`src/rtl/clk_div_pkg.sv`:
```
// Shared types and helpers for the programmable clock divider.
package clk_div_pkg;

   typedef enum logic [1:0] {
      IDLE  = 2'd0,
      RUN   = 2'd1,
      DRAIN = 2'd2
   } state_t;

   localparam int unsigned MIN_DIV = 2;

   // High-phase length for divisor n; odd divisors get the extra cycle high.
   function automatic logic [31:0] high_len(input logic [31:0] n);
      return (n + 32'd1) >> 1;
   endfunction

endpackage

```
`src/rtl/clk_div_prog_if.sv`:
```
// Control/status bundle between a divider client and clk_div_prog.
interface clk_div_prog_if #(
   parameter int unsigned CNT_W = 8
);
   logic             en;
   logic [CNT_W-1:0] div_val;
   logic             div_load;
   logic             clk_out;
   logic             tick;
   logic [CNT_W-1:0] div_cur;
   logic             pend;
   logic             err;
   logic             running;

   modport master (
      output en, div_val, div_load,
      input  clk_out, tick, div_cur, pend, err, running
   );

   modport slave (
      input  en, div_val, div_load,
      output clk_out, tick, div_cur, pend, err, running
   );
endinterface

```
`src/rtl/clk_div_cnt.sv`:
```
// Wrapping period counter: terminal-count flag and high-phase compare of the next count.
module clk_div_cnt
   import clk_div_pkg::*;
#(
   parameter int unsigned CNT_W = 8
) (
   input  logic             clk,
   input  logic             rst,
   input  logic             i_run,
   input  logic [CNT_W-1:0] i_n,
   input  logic [CNT_W-1:0] i_n_nxt,
   output logic             o_tc,
   output logic             o_hi_nxt
);

   localparam logic [CNT_W-1:0] ONE = CNT_W'(1);

   logic [CNT_W-1:0] r_cnt;
   logic [CNT_W-1:0] w_cnt_nxt;

   assign o_tc = i_run && (r_cnt == i_n - ONE);

   always_comb begin
      w_cnt_nxt = '0;
      if (i_run && !o_tc) begin
         w_cnt_nxt = r_cnt + ONE;
      end
   end

   // Compared against the divisor of the period the next count belongs to.
   assign o_hi_nxt = 32'(w_cnt_nxt) < high_len(32'(i_n_nxt));

   always_ff @(posedge clk) begin
      if (rst) begin
         r_cnt <= '0;
      end else begin
         r_cnt <= w_cnt_nxt;
      end
   end

endmodule

```
`src/rtl/clk_div_prog.sv`:
```
// Programmable clock divider: run/drain FSM, shadowed divisor load, registered outputs.
module clk_div_prog
   import clk_div_pkg::*;
#(
   parameter int unsigned CNT_W       = 8,
   parameter int unsigned DEFAULT_DIV = 8
) (
   input  logic           clk,
   input  logic           rst,
   clk_div_prog_if.slave  bus
);

   localparam logic [CNT_W-1:0] DEF_N = CNT_W'(DEFAULT_DIV);

   state_t           r_state;
   state_t           w_state_nxt;
   logic             r_clk_out;
   logic             r_tick;
   logic             r_err;
   logic             r_pend;
   logic [CNT_W-1:0] r_div_cur;
   logic [CNT_W-1:0] r_shadow;

   logic             w_tc;
   logic             w_hi_nxt;
   logic             w_bound;
   logic             w_load_ok;
   logic             w_tick_nxt;
   logic             w_out_nxt;
   logic [CNT_W-1:0] w_div_nxt;

   clk_div_cnt #(
      .CNT_W (CNT_W)
   ) u_cnt (
      .clk      (clk),
      .rst      (rst),
      .i_run    (r_state != IDLE),
      .i_n      (r_div_cur),
      .i_n_nxt  (w_div_nxt),
      .o_tc     (w_tc),
      .o_hi_nxt (w_hi_nxt)
   );

   always_ff @(posedge clk) begin
      if (rst) begin
         r_state <= IDLE;
      end else begin
         r_state <= w_state_nxt;
      end
   end

   // A RUN period ending with en low goes straight to IDLE; it is already at its boundary.
   always_comb begin
      w_state_nxt = r_state;
      case (r_state)
         IDLE:    if (bus.en) w_state_nxt = RUN;
         RUN: begin
            if (w_tc)         w_state_nxt = bus.en ? RUN : IDLE;
            else if (!bus.en) w_state_nxt = DRAIN;
         end
         DRAIN: begin
            if (bus.en)       w_state_nxt = RUN;
            else if (w_tc)    w_state_nxt = IDLE;
         end
         default:             w_state_nxt = IDLE;
      endcase
      w_bound    = (r_state == IDLE) || w_tc;
      w_tick_nxt = w_bound && (w_state_nxt == RUN);
      w_load_ok  = bus.div_load && (32'(bus.div_val) >= MIN_DIV);
   end

   always_comb begin
      w_div_nxt = r_div_cur;
      if (w_bound) begin
         w_div_nxt = w_load_ok ? bus.div_val : r_shadow;
      end
   end

   assign w_out_nxt = w_hi_nxt && (w_state_nxt != IDLE);

   always_ff @(posedge clk) begin
      if (rst) begin
         r_clk_out <= 1'b0;
         r_tick    <= 1'b0;
         r_err     <= 1'b0;
         r_pend    <= 1'b0;
         r_div_cur <= DEF_N;
         r_shadow  <= DEF_N;
      end else begin
         r_clk_out <= w_out_nxt;
         r_tick    <= w_tick_nxt;
         r_err     <= bus.div_load && !w_load_ok;
         r_div_cur <= w_div_nxt;
         if (w_load_ok) begin
            r_shadow <= bus.div_val;
         end
         if (w_bound) begin
            r_pend <= 1'b0;
         end else if (w_load_ok) begin
            r_pend <= 1'b1;
         end
      end
   end

   assign bus.clk_out = r_clk_out;
   assign bus.tick    = r_tick;
   assign bus.err     = r_err;
   assign bus.pend    = r_pend;
   assign bus.div_cur = r_div_cur;
   assign bus.running = (r_state != IDLE);

endmodule
```
`src/flat_wrapper.sv`:
```
// flat-port wrapper written by rule: the top's interface ports become plain ports
module clk_div_prog_flat import clk_div_pkg::*;
#(
   parameter int unsigned CNT_W       = 8,
   parameter int unsigned DEFAULT_DIV = 8
)
  (clk, rst, bus_en, bus_div_val, bus_div_load, bus_clk_out, bus_tick, bus_div_cur, bus_pend, bus_err, bus_running);
  clk_div_prog_if #(.CNT_W(CNT_W)) bus_i ();
  input  logic clk;
  input  logic rst;
  input wire logic [$bits(bus_i.en)-1:0] bus_en;
  input wire logic [$bits(bus_i.div_val)-1:0] bus_div_val;
  input wire logic [$bits(bus_i.div_load)-1:0] bus_div_load;
  output wire logic [$bits(bus_i.clk_out)-1:0] bus_clk_out;
  output wire logic [$bits(bus_i.tick)-1:0] bus_tick;
  output wire logic [$bits(bus_i.div_cur)-1:0] bus_div_cur;
  output wire logic [$bits(bus_i.pend)-1:0] bus_pend;
  output wire logic [$bits(bus_i.err)-1:0] bus_err;
  output wire logic [$bits(bus_i.running)-1:0] bus_running;
  assign bus_i.en = bus_en;
  assign bus_i.div_val = bus_div_val;
  assign bus_i.div_load = bus_div_load;
  assign bus_clk_out = bus_i.clk_out;
  assign bus_tick = bus_i.tick;
  assign bus_div_cur = bus_i.div_cur;
  assign bus_pend = bus_i.pend;
  assign bus_err = bus_i.err;
  assign bus_running = bus_i.running;
  clk_div_prog #(.CNT_W(CNT_W), .DEFAULT_DIV(DEFAULT_DIV)) u_core (.clk(clk), .rst(rst), .bus(bus_i));
endmodule
```
`config.mk`:
```
export PLATFORM = sky130hd
export DESIGN_NAME = clk_div_prog_flat
export DESIGN_NICKNAME = d
export VERILOG_FILES = /design/src/rtl/clk_div_pkg.sv /design/src/rtl/clk_div_prog_if.sv /design/src/rtl/clk_div_cnt.sv /design/src/rtl/clk_div_prog.sv /design/src/flat_wrapper.sv
export SDC_FILE = /design/constraint.sdc
export NUM_CORES = 1
export LEC_CHECK = 0
export BUFFER_PORTS_ARGS = -buffer_cell sky130_fd_sc_hd__buf_2
export CAP_MARGIN = 20
export CORE_UTILIZATION = 30
export CTS_BUF_LIST = sky130_fd_sc_hd__clkbuf_4 sky130_fd_sc_hd__clkbuf_8 sky130_fd_sc_hd__clkbuf_16
export CTS_CLUSTER_DIAMETER = 40
export DETAILED_ROUTE_END_ITERATION = 10
export PLACE_DENSITY = 0.45
export SYNTH_ARGS = -nofsm -noshare
export SYNTH_HDL_FRONTEND = slang
export SYNTH_SLANG_ARGS = --single-unit
```
`constraint.sdc`:
```
create_clock -name clk -period 6.1 [get_ports clk]
set_input_delay 0.305 -clock clk [delete_from_list [all_inputs] [get_ports clk]]
set_output_delay 0.305 -clock clk [all_outputs]
set_load 0.02 [all_outputs]
```
; After elaboration in Yosys (flattened, before gate mapping)
; Index checks and enable logic that the tools add are counted.
[totals]
regBits = 30
latchBits = 0
ramBits = 0
romBits = 0
word_cells = 40
mem_count = 0
[classes]
n_addsub = 3
n_mul = 0
n_div = 0
order_cmp = 2
n_eq_ne = 4
shift = 0
muxes = 10
bitwise_logic = 0
reduce_logical = 13
[op_table]
columns = cell, count
row1 = two-way mux 8 bit, 3
row2 = two-way mux 2 bit, 5
row3 = adder 8 x 1 -> 9 bit (second input constant), 1
row4 = adder 8 x 1 -> 8 bit (second input constant), 1
row5 = equality test 8 bit, 1
row6 = >= comparator 8 x 2 -> 1 bit (second input constant), 1
row7 = < comparator 8 bit, 1
row8 = subtractor 8 x 1 -> 8 bit (second input constant), 1
row9 = logical AND 1 bit, 6
row10 = one-hot mux 2 bit (3 select lines), 1
row11 = equality test 2 x 1 -> 1 bit (second input constant), 2
row12 = nonzero test 2 bit, 2
row13 = equality test 2 bit (second input constant), 1
row14 = zero test 1 bit, 2
row15 = zero test 2 bit, 1
row16 = OR reduction 2 bit, 1
row17 = logical OR 1 bit, 1
row18 = two-way mux 1 bit, 1

; Depth between registers and ports, before layout
[logic_depth]
ltp_word = 8
mapped_depth = 20

; Hierarchy
; A second synthesis with hierarchy kept.
[hier_totals]
hier_cells = 215
hier_area_um2 = 1970.6
[by_module_without_submodules]
columns = mod, n_inst, cells_per_inst, area_each_um2, seq_area_each_um2
row1 = clk_div_prog, 1, 105, 1018.5, 440.4
row2 = clk_div_cnt, 1, 110, 952.2, 160.2

; Worst setup path after synthesis
; No wires, ideal clock.
[synth_path]
kind = register to register
startpoint = register u_core.r_div_cur[2] (netlist: u_core.bus.div_cur[2])
endpoint = register u_core.r_clk_out (netlist: u_core.bus.clk_out)
arrival_time_ns = 3.594
slack_ns = 2.432
stages_incl_launch_ff = 19
n_path_buf = 2
synth_period_minus_slack_ns = 3.668
cell_sequence = dfxtp_1 buf_6 or4_4 o221a_2 a211oi_2 nand2_1 a21boi_1 buf_6 mux2i_1 ha_1 nand3_1 mux2i_1 xnor2_1 ha_1 nand3_1 nor2_1 a221oi_1 o21ai_0 a31oi_1
[synth_between]
elab_chain_len = 8
word_cells_on_any_way = 16
[synth_rtl]
columns = item, line_no
row1 = "start, declared", clk_div_prog.sv:21  ; logic [CNT_W-1:0] r_div_cur;
row2 = "start signal, assigned", clk_div_prog.sv:93  ; r_div_cur <= w_div_nxt;
row3 = subtractor 8 x 1 -> 8 bit, clk_div_cnt.sv:21  ; assign o_tc = i_run && (r_cnt == i_n - ONE);
row4 = equality test 8 bit, clk_div_cnt.sv:21
row5 = logical AND 1 bit, clk_div_cnt.sv:21
row6 = logical OR 1 bit, clk_div_prog.sv:67  ; w_bound = (r_state == IDLE) || w_tc;
row7 = two-way mux 8 bit, clk_div_prog.sv:74  ; if (w_bound) begin
row8 = net u_core.u_cnt.i_n_nxt[0], clk_div_cnt.sv:11  ; input logic [CNT_W-1:0] i_n_nxt,
row9 = adder 8 x 1 -> 9 bit, clk_div_pkg.sv:14  ; return (n + 32'd1) >> 1;
row10 = < comparator 8 bit, clk_div_cnt.sv:31  ; assign o_hi_nxt = 32'(w_cnt_nxt) < high_len(32'(i_n_nxt));
row11 = logical AND 1 bit, clk_div_prog.sv:79  ; assign w_out_nxt = w_hi_nxt && (w_state_nxt != IDLE);
row12 = "end signal, assigned", clk_div_prog.sv:90  ; r_clk_out <= w_out_nxt;
row13 = "end, declared", clk_div_prog.sv:17  ; logic r_clk_out;
; The timed path passes the listed nets, and every way through them passes these cells.
; A chain may end at the register's enable or synchronous reset.

; Final worst setup path
; Ends and elaborated chain as after synthesis.

==> flow_summary.yaml <==
routing:
  ant_nets: 0
  vias: 1484
  drt-total-wl_um: 4300
  drc: 0
  wl_per_cell_um: 13.9
  dr.pass1.iters: 4
  avgViaCountPerCell: 4.79
  drtIter0Drc: 58
placed_design:
  hpwl_um: 3220
  portBuffers: 24
  dp_cells: 302
  post-place-ws_ns: 2.01
  place.gp.congestion: 0.736
min_path:
  holdCritStartpoint: "bus_en"
  min_path_cells: 2
  hold_path_class: "in -> reg"
clocking:
  cts_root_buf: "clkbuf_8"
  clkTransAtPathRegs_ns: 0.07
  cts_tree: "built"
  cts.htree.levels: 2
  cts_inserted_buffers: 5
  clock_latency_ns: 0.28
  cts_max_path_buffers: 2
  post-cts-setup-buffers: 0
  cts_resized: 0
  ctsHoldBuffers: 0
  numClockSinks: 30
critical_path:
  crit_type: "reg -> reg"
  start_kind: "register"
  required_ns: 6.30
  worstReg2RegStart: "u_core.bus.div_cur[2]"
  startpoint: "u_core.bus.div_cur[2]"
  cp_data_arrival_time_ns: 4.31
  worstPathMaxFanout: 28
  endpoint_kind: "register"
  reg2reg_depth: 17
yosys:
  synthAdderAreaFrac: 0.0662
  synthMuxAreaShare: 0.0774
  synth_flop_cell: "dfxtp_1"
  synth-edff-count: 0
  netlist_instances: 213
  synth.avg_cell_area_um2: 8.88
  synthXorXnorAreaFrac: 0.111
  synth_cell_types: 47
  synth_compound_area_frac: 0.111
  yosys.area_share.simple: 0.256
  yosysSeqAreaShare: 0.318
  synthArstFlopShare: 0
  syn_nets: 235
  synth-seq-cells: 30
  synth_area_mm2: 0.00189
  synth_top_family_by_area: "simple AND/OR/NAND/NOR gates"
  yosysWarnings: 0
cells_and_area:
  post-route-util: 0.357
  antennaDiodeCount: 0
  syn2layout_area_growth_pct: 13.0
  final_cell_mix: "dfxtp_1 (30), buf_2 (24), nor2_1 (20)"
  layout.nets: 256
  layoutNonFillerInstCount: 310
  drive_gt1_frac: 0.204
  mostFrequentLayoutCell: "dfxtp_1"
timing:
  rsz0062_at_grt: "false"
  fmax_mhz: 244
  period_share: 0.672
  finalMaxSlewViolations: 0
  worst_pin_slew_ns: 0.586
  setup_viol: 0
  slew_headroom: 0.609
  fin_tns_setup_ns: 0
  fin_crit_ns: 4.10
  final_hold_viol_count: 0
  setup_slack_ns: 2.00
  finClkSkew_ns: 0.00471
run:
  cap_violations: 0
global_route:
  grt_usage: 0.147
  grt_pass1_wl_um: 7120
  grt_max_degree: 29
  grt_pass1_vias: 1410
  antenna_found_initial: 0
  grt.overflow.total: 0
floorplan:
  dieArea_mm2: 0.00662
  chipWidth_um: 81.4
  fp.dieH_um: 81.4
  core_mm2: 0.00599
  num_io_pins: 25
  rows: 28
  initial_core_util: 0.316
pwr:
  p_leak_nw: 0.888
  seq_power_share: 0.448
  comb_power_share: 0.195
  power.internal_mw: 0.344
  switching_share: 0.294
  cellPowerDensity_mw_per_mm2: 228
  ir_drop_mv: 0.113
  switching_power_mw: 0.143
  p_clk_frac: 0.358
outcome:
  status: "finished, final reports clean"
-- stage by stage --
step           total power, mW  hold slack (ns)  cell area (µm²)
3_5_place_dp             0.318            0.437             2040
5_1_grt                  0.514            0.224             2140
2_1_floorplan            0.294            0.378             1890
3_3_place_gp             0.319            0.436             2040
6_report                 0.486            0.230             2140
4_1_cts                  0.492            0.224             2140
-- cell families (layout without fill, tap and decap cells) --
family,after synthesis,count (layout)
simple gates,88,88
xor+xnor,24,24
compound gates,26,26
flops,30,30
mux,14,14
fa+ha+maj,10,10
buf+inv,21,43
-- cells in the mapped netlist (2+ instances only) --
cell type  number  share of area
dfxtp_1        30           0.32
nor2_1         20          0.040
xnor2_1        17          0.079
nor2b_1        15          0.050
mux2i_1        12          0.064
nand2_1        11          0.022
ha_1           10          0.066
inv_1           9          0.018
nand3_1         9          0.024
and3_1          7          0.023
xor2_1          7          0.032
a21oi_1         5          0.013
nand2b_1        5          0.017
and2_1          4          0.013
buf_6           4          0.024
clkbuf_1        4         0.0079
nor3_1          4          0.011
o21ai_0         4          0.011
nand4_1         3         0.0099
o211ai_1        3          0.012
a211oi_2        2          0.013
a22o_1          2         0.0093
buf_2           2         0.0053
-- critical path, stage by stage, from the launching register on --
cell	delay (ns)
dfxtp_1	0.43
or4_4	0.56
o221a_2	0.29
a211oi_2	0.20
nand2_1	0.10
a21boi_2	0.11
buf_4	0.30
mux2i_1	0.29
ha_1	0.30
nand3_1	0.10
mux2i_1	0.24
nand3_1	0.11
ha_1	0.29
nand3_1	0.09
nor2_1	0.06
a221oi_1	0.27
o21ai_0	0.12
a31oi_1	0.14
-- routing by layer --
metal  GRT usage  vias to the layer above  wire length (µm)  part of all wire
met1       0.206                      672              2370              0.55
met3      0.0393                        2               167             0.039
met4      0.0482                        0                33            0.0077
li1            -                      781                 -                 -
met5           0                        -                 0                 0
met2       0.216                       29              1730              0.40
-- path summary, 6_finish.rpt --
kind	end	slack, ns
setup reg to reg	u_core.bus.clk_out	2.00
setup / recovery	u_core.bus.clk_out	2.00
hold / removal	u_core.r_state[1]	0.23
hold reg to reg	u_core.bus.pend	0.45
-- power groups by stage --
stage                     sequential, mW  combinational, mW  clock, mW
after CTS                          0.218             0.0962      0.178
after global routing               0.219              0.106      0.189
after global placement             0.222             0.0971          0
after detailed placement           0.222             0.0956          0
after floorplan                    0.221             0.0728          0
final                              0.218             0.0946      0.174
-- registers in the layout, summed over array words and instances, names as in the netlist --
register / count
u_core.r_shadow: 8
u_core.bus.clk_out: 1
u_core.bus.pend: 1
u_core.u_cnt.r_cnt: 8
u_core.bus.err: 1
u_core.r_state: 2
u_core.bus.tick: 1
u_core.bus.div_cur: 8
-- cell type report --
type | count | area [µm²]
Sequential cell | 30 | 601
Clock buffer | 7 | 90.1
Timing Repair Buffer | 26 | 135
Fill cell | 646 | 3850
Clock inverter | 1 | 5.00
Inverter | 9 | 33.8
Multi-Input combinational cell | 162 | 1180
Tap cell | 75 | 93.8
Power figures use the tool's default switching activity.
